**src/rtl/dmem_arbiter.sv**
```systemverilog
// dmem_arbiter: shares the single-port data memory between the core MEM stage
// and the debug/loader port. One access per cycle. Read data is registered
// into the granted port's rdata one cycle after the grant.
// Optional build macro DMEM_ARB_RR_EN: round-robin replaces the fixed
// core-first priority and its starvation limit.
module dmem_arbiter #(
  parameter int unsigned STARVE_MAX = 3
) (
  input  logic        clk,
  input  logic        rst_n,
  input  logic        c_req,
  input  logic        c_we,
  input  logic [31:0] c_addr,
  input  logic [31:0] c_wdata,
  output logic        c_gnt,
  output logic        c_rvalid,
  output logic [31:0] c_rdata,
  input  logic        d_req,
  input  logic        d_we,
  input  logic [31:0] d_addr,
  input  logic [31:0] d_wdata,
  output logic        d_gnt,
  output logic        d_rvalid,
  output logic [31:0] d_rdata,
  output logic [31:0] m_addr,
  output logic [31:0] m_dataW,
  output logic        m_MemRW,
  input  logic [31:0] m_dataR,
  output logic        busy
);

  logic c_win, d_win;

`ifdef DMEM_ARB_RR_EN
  // last granted port: 0 = core, 1 = dbg
  logic rr_last;

  // contention goes to the port that did not win last; a lone requester wins
  always_comb begin
    c_win = c_req;
    d_win = d_req;
    if (c_req && d_req) begin
      c_win = rr_last;
      d_win = !rr_last;
    end
  end

  // remember which port was granted most recently
  always_ff @(posedge clk or negedge rst_n) begin
    if (!rst_n)     rr_last <= 1'b0;
    else if (c_gnt) rr_last <= 1'b0;
    else if (d_gnt) rr_last <= 1'b1;
  end
`else
  localparam logic [3:0] ST_MAX = 4'(STARVE_MAX);
  logic [3:0] st_cnt;

  // core first, unless dbg has been refused for STARVE_MAX cycles in a row
  always_comb begin
    d_win = d_req && (!c_req || (st_cnt == ST_MAX));
    c_win = c_req && !d_win;
  end

  // count consecutive refused dbg cycles, saturating; clear on grant or idle
  always_ff @(posedge clk or negedge rst_n) begin
    if (!rst_n)                st_cnt <= 4'd0;
    else if (!d_req || d_gnt)  st_cnt <= 4'd0;
    else if (st_cnt != ST_MAX) st_cnt <= st_cnt + 4'd1;
  end
`endif

  // grants are suppressed while reset is held so the memory never sees a strobe
  always_comb begin
    c_gnt = rst_n && c_win;
    d_gnt = rst_n && d_win;
    busy  = c_gnt || d_gnt;
  end

  // steer the granted port onto the memory bus; idle bus is all zero
  always_comb begin
    m_addr  = 32'd0;
    m_dataW = 32'd0;
    m_MemRW = 1'b0;
    if (c_gnt) begin
      m_addr  = c_addr;
      m_dataW = c_wdata;
      m_MemRW = c_we;
    end else if (d_gnt) begin
      m_addr  = d_addr;
      m_dataW = d_wdata;
      m_MemRW = d_we;
    end
  end

  // capture read data for the port that won a read; rdata holds otherwise
  always_ff @(posedge clk or negedge rst_n) begin
    if (!rst_n) begin
      c_rvalid <= 1'b0;
      d_rvalid <= 1'b0;
      c_rdata  <= 32'd0;
      d_rdata  <= 32'd0;
    end else begin
      c_rvalid <= c_gnt && !c_we;
      d_rvalid <= d_gnt && !d_we;
      if (c_gnt && !c_we) c_rdata <= m_dataR;
      if (d_gnt && !d_we) d_rdata <= m_dataR;
    end
  end

endmodule

```
**config.mk**
```make
export PLATFORM = sky130hd
export DESIGN_NAME = dmem_arbiter
export DESIGN_NICKNAME = d
export VERILOG_FILES = /design/src/rtl/dmem_arbiter.sv
export SDC_FILE = /design/constraint.sdc
export NUM_CORES = 1
export LEC_CHECK = 0
export ABC_AREA = 1
export BUFFER_PORTS_ARGS = -buffer_cell sky130_fd_sc_hd__buf_2
export CAP_MARGIN = 20
export CORE_MARGIN = 2
export CORE_UTILIZATION = 30
export DETAILED_ROUTE_END_ITERATION = 7
export SLEW_MARGIN = 10
export SYNTH_ARGS = -nofsm -noshare
export SYNTH_HDL_FRONTEND = slang
export SYNTH_SLANG_ARGS = --single-unit
```
**constraint.sdc**
```tcl
create_clock -name clk -period 1.85 [get_ports clk]
set_input_delay 0 -clock clk [delete_from_list [all_inputs] [get_ports clk]]
set_output_delay 0 -clock clk [all_outputs]
set_load 0.05 [all_outputs]
```
# Word level (Yosys, flattened, before mapping)
# Cells that the tools add are included.
[op_classes] n_mux=8 bitwise=0 n_div=0 eq_ne=2 addsub=1 n_reduce_logical=15 mul=0 n_shift=0 n_lt_le_gt_ge=0
[op_table] cell="$mux 32" count=4
[op_table] cell="$mux 4" count=2
[op_table] cell="$logic_and 1x1->1" count=6
[op_table] cell="$logic_not 1->1" count=5
[op_table] cell="$add 4x1->4 const B" count=1
[op_table] cell="$eq 4x2->1 const B" count=1
[op_table] cell="$ne 4x2->1 const B" count=1
[op_table] cell="$logic_or 1x1->1" count=3
[op_table] cell="$mux 1" count=2
[op_table] cell="$reduce_bool 2->1" count=1
[totals] inputBits=166 mem_bits_ro=0 memories=0 latch_bits=0 elab_cells=31 regBits=70 out_inout_bits=134 ramBits=0

# Longest topological paths before layout
[depth] depth_word=7 depth_mapped=10 mapped_depth_nobuf=8

# Worst setup path before layout
# OpenSTA, ideal clock, no wires.
[synth_timing] kind="register -> output" startpoint="reg st_cnt[0]" endpoint="out m_MemRW" setup_slack_ps=-247 t_required_ps=1850 t_arrival_ps=2097 path_buffers=0 stages_incl_launch_ff=7 cell_sequence="dfrtp_1 -> ha_1 -> nand2_2 -> nand2_2 -> nand2_4 -> nand2_2 -> o21ai_0"
[synth_between] elab_chain_len=7 elab_cells_between_ends=9 classes_between="eq/ne: 1; mux: 2; reduce/logical: 6"
[synth_lines] item="start, declared" line_no="56" rtl="logic [3:0] st_cnt;"
[synth_lines] item="start signal, assigned" line_no="68" rtl="else if (st_cnt != ST_MAX) st_cnt <= st_cnt + 4'd1;"
[synth_lines] item="$eq 4x2->1 (*)" line_no="60" rtl="d_win = d_req && (!c_req || (st_cnt == ST_MAX));"
[synth_lines] item="$logic_or 1x1->1 (*)" line_no="60"
[synth_lines] item="$logic_and 1x1->1 (*)" line_no="60"
[synth_lines] item="$logic_not 1->1" line_no="61" rtl="c_win = c_req && !d_win;"
[synth_lines] item="$logic_and 1x1->1" line_no="61"
[synth_lines] item="$logic_and 1x1->1" line_no="74" rtl="c_gnt = rst_n && c_win;"
[synth_lines] item="$mux 1 (*)" line_no="84" rtl="if (c_gnt) begin"
[synth_lines] item="end, declared" line_no="27" rtl="output logic m_MemRW,"
# Every way passes the cells marked *; elsewhere a longest branch is shown, timed or not.

# Final worst setup path
[layout_timing] startpoint="reg st_cnt[2]" endpoint="out m_addr[6]"
[layout_between] elab_chain_len=7 elab_cells_between_ends=9 classes_between="eq/ne: 1; mux: 2; reduce/logical: 6"
[layout_lines] item="$eq 4x2->1 (*)" line_no="60"
[layout_lines] item="$logic_or 1x1->1 (*)" line_no="60"
[layout_lines] item="$logic_and 1x1->1 (*)" line_no="60"
[layout_lines] item="$logic_not 1->1" line_no="61"
[layout_lines] item="$logic_and 1x1->1" line_no="61"
[layout_lines] item="$logic_and 1x1->1" line_no="74"
[layout_lines] item="$mux 32 (*)" line_no="84"
[layout_lines] item="end, declared" line_no="25" rtl="output logic [31:0] m_addr,"
# Marks and branches as above.

==> flow_metrics.tcl <==
set metrics [dict create \
    drc_errors 0 \
    syn2layout_area_growth_pct 110 \
    root_buffer "clkbuf_16" \
    setup_viol 56 \
    path_delay_family "simple AND/OR/NAND/NOR gates" \
    slew_headroom_pct 66.8 \
    arrival_ns 1.90 \
    vias 5109 \
    dpl_worst_slack_ns 0.104 \
    start_util_pct 30.4 \
    skew_ns 0.00919 \
    clkPwrFrac_pct 25.8 \
    path_common_cell "nand2_4" \
    grt_pass1_wl_mm 26.1 \
    dieArea_um2 13600 \
    io_buffers 299 \
    clock_sinks 70 \
    max_cap_violations 0 \
    antenna_found_initial 4 \
    cp_cell_sequence "nor2_4 > nand2_4 > nand2_4 > nand2_4 > nor2_4 > buf_12 > clkbuf_16 > nand2_2 > nand2_2 > buf_12" \
    p_sw_share_pct 43.4 \
    rows 41 \
    grt_pass1_vias 4543 \
    synth.area.top_cells "dfrtp_1, nand2_1, nand4_1" \
    ant_nets 0 \
    fin_tns_setup_ns -1.54 \
    rsz0062_at_grt "true" \
    die_width_um 117 \
    die_y_um 117 \
    syn_area_um2 3800 \
    synth_edf_count 0 \
    violations "negative setup slack" \
    seq_area_frac_synth_pct 46.0 \
    grt_usage_pct 25.5 \
    min_path_type "in -> reg" \
    path_clk_slew_ns 0.05 \
    whs_path_depth 3 \
    min_period_over_period_pct 103 \
    drive_gt1_share_pct 54.9 \
    ioPinCount 300 \
    worst-r2r-cell-count 9 \
    ys_ff_latch 70 \
    syn_inst 531 \
    cpMaxStageDelayCell "dfrtp_1" \
    power_switching_uw 2990 \
    layout.nets 1046 \
    cpPeakStageDelay_ns 0.42 \
    cp_data_required_time_ns 1.85 \
    gp_congestion 0.900 \
    cts_made_buffers 9 \
    hold_violations 0 \
    power_density_nw_per_um2 863 \
    synth_warnings 0 \
    critPathLaunchType "flop" \
    leakage_uw 0.00454 \
    grt_max_degree 97 \
    p_comb_share_pct 45.4 \
    seq_power_share_pct 28.7 \
    htree_levels 3 \
    hpwl_mm 12.1 \
    clock_latency_ns 0.33 \
    wl_per_cell_um 19.2 \
    synth_cell_types 21 \
    synth_most_common_cell "nand2_1" \
    fin_crit_ns 1.90 \
    critical_path_class "reg -> out" \
    drt_iter0_markers 245 \
    overflow 0 \
    drt-total-wl_mm 20.3 \
    ys.flop_type "dfrtp_1" \
    timing_max_transition_violations_final 0 \
    path_buf_inv 3 \
    fmax_mhz 526 \
    firstDrtPassIters 4 \
    worst_slew_pin_slew_ns 0.499 \
    synth_top_area_share_pct 46.0 \
    run_status "finished with violations" \
    synthArstFlopShare_pct 100 \
    yosys-top-cells-count "nand2_1, dfrtp_1, nand4_1, buf_2, clkbuf_1" \
    viasPerCell 4.83 \
    cp-end-kind "primary output" \
    synth_area_per_cell_um2 7.17 \
    irDropWorstVdd_mv 0.801 \
    tritoncts "built" \
    power.internal_uw 3890 \
    synth_largest_area_cell "dfrtp_1" \
    clockBufferDepth 2 \
    crit_cells 10 \
    syn-num-nets 698 \
    cp_max_fo 8 \
    final.setup.worst_slack_ns -0.0529 \
    coreArea_um2 12500 \
]
-- cells in the final DEF, fill, tap and decap left out --
| cell type | n |
|---|---|
| inv_2 | 1 |
| o2111ai_1 | 1 |
| dfrtp_1 | 70 |
| clkinv_8 | 1 |
| buf_12 | 17 |
| buf_16 | 7 |
| nand2_4 | 79 |
| xor2_1 | 3 |
| diode_2 | 1 |
| ha_4 | 1 |
| nor2_4 | 2 |
| buf_4 | 22 |
| nand2_2 | 42 |
| clkinv_1 | 1 |
| clkbuf_16 | 15 |
| clkinvlp_4 | 2 |
| nand4_1 | 65 |
| inv_6 | 1 |
| buf_6 | 21 |
| nand3_1 | 3 |
| clkbuf_8 | 2 |
| dlygate4sd3_1 | 34 |
| clkbuf_1 | 1 |
| inv_1 | 8 |
| buf_2 | 230 |
| o21ai_2 | 1 |
| buf_8 | 39 |
| bufinv_16 | 1 |
| nand2_1 | 210 |
| nor2_1 | 3 |
| a21oi_4 | 1 |
-- path summary, 6_finish.rpt --
kind / start / to / slack (ns)
min: d_req / st_cnt[1] / 0.05
max reg2reg: st_cnt[1] / c_rdata[28] / 0.16
min in group asynchronous: rst_n / c_rdata[30] / 0.18
max in group asynchronous: rst_n / d_rdata[29] / 0.84
min reg2reg: c_rdata[5] / c_rdata[5] / 0.46
max: st_cnt[2] / m_addr[6] / -0.05
-- tightest hold or removal path: cells and delay by family --
| kind | cells | cell delay (ns) |
|---|---|---|
| and+or+nand+nor | 2 | 0.19 |
| buffers and inverters | 1 | 0.14 |
-- per-stage QoR --
stage               util [%]  hold slack [ns]  std cells  total power, uW  instance area [um2]
floorplan                  -           -0.296        531             3770                 3800
global placement        44.8           -0.149        980             4580                 5610
detailed placement      44.8           -0.146        980             4590                 5610
CTS                     56.4           0.0326       1046             6690                 7050
global route            63.7           0.0530       1057             7170                 7980
finish                  63.7           0.0501       1057             6890                 7980
-- cell type report --
cell class / instances / area [um2]
fill: 1048 / 4540
timing repair buffer: 376 / 3160
multi-input combinational: 411 / 2480
sequential: 70 / 1750
clock buffer: 12 / 256
tap: 172 / 215
clock inverter: 4 / 53.8
inverter: 11 / 53.8
antenna: 1 / 2.50
-- per-layer routing --
metal | vias to the layer above | global-route usage (%) | routed length [um]
li1 | 2417 | - | -
met4 | 6 | 7.14 | 685
met5 | - | 0 | 41
met2 | 231 | 42.1 | 9800
met3 | 63 | 6.75 | 1800
met1 | 2392 | 33.2 | 7940
-- power by group through the flow --
stage               clock, uW  sequential [uW]  combinational [uW]
floorplan                   0             2980                 790
global placement            0             2000                2580
detailed placement          0             1990                2600
CTS                      1810             1980                2900
global route             1880             2010                3280
finish                   1780             1980                3130
-- registers in the layout, indices dropped and copies added (netlist names) --
signal,flops
st_cnt,4
c_rdata,32
d_rvalid,1
d_rdata,32
c_rvalid,1
-- kinds of logic after synthesis --
kind of cell,after synthesis,share of synthesized area (%)
compound gates,3,0.592
xor+xnor,3,0.691
fa+ha+maj,1,0.329
buf+inv,50,7.46
flops,70,46.0
simple gates,404,44.9
-- what timing repair did --
item / in CTS / in global routing
hold buffers: 34 / 0
buffers inserted: 9 / 5
setup endpoints to repair: 68 / 88
cloned: 7 / 6
resized for setup: 166 / 203
endpoints found under the hold margin: 135 / 0
pin swaps: 19 / 26
(Power assumes the default switching activity.)
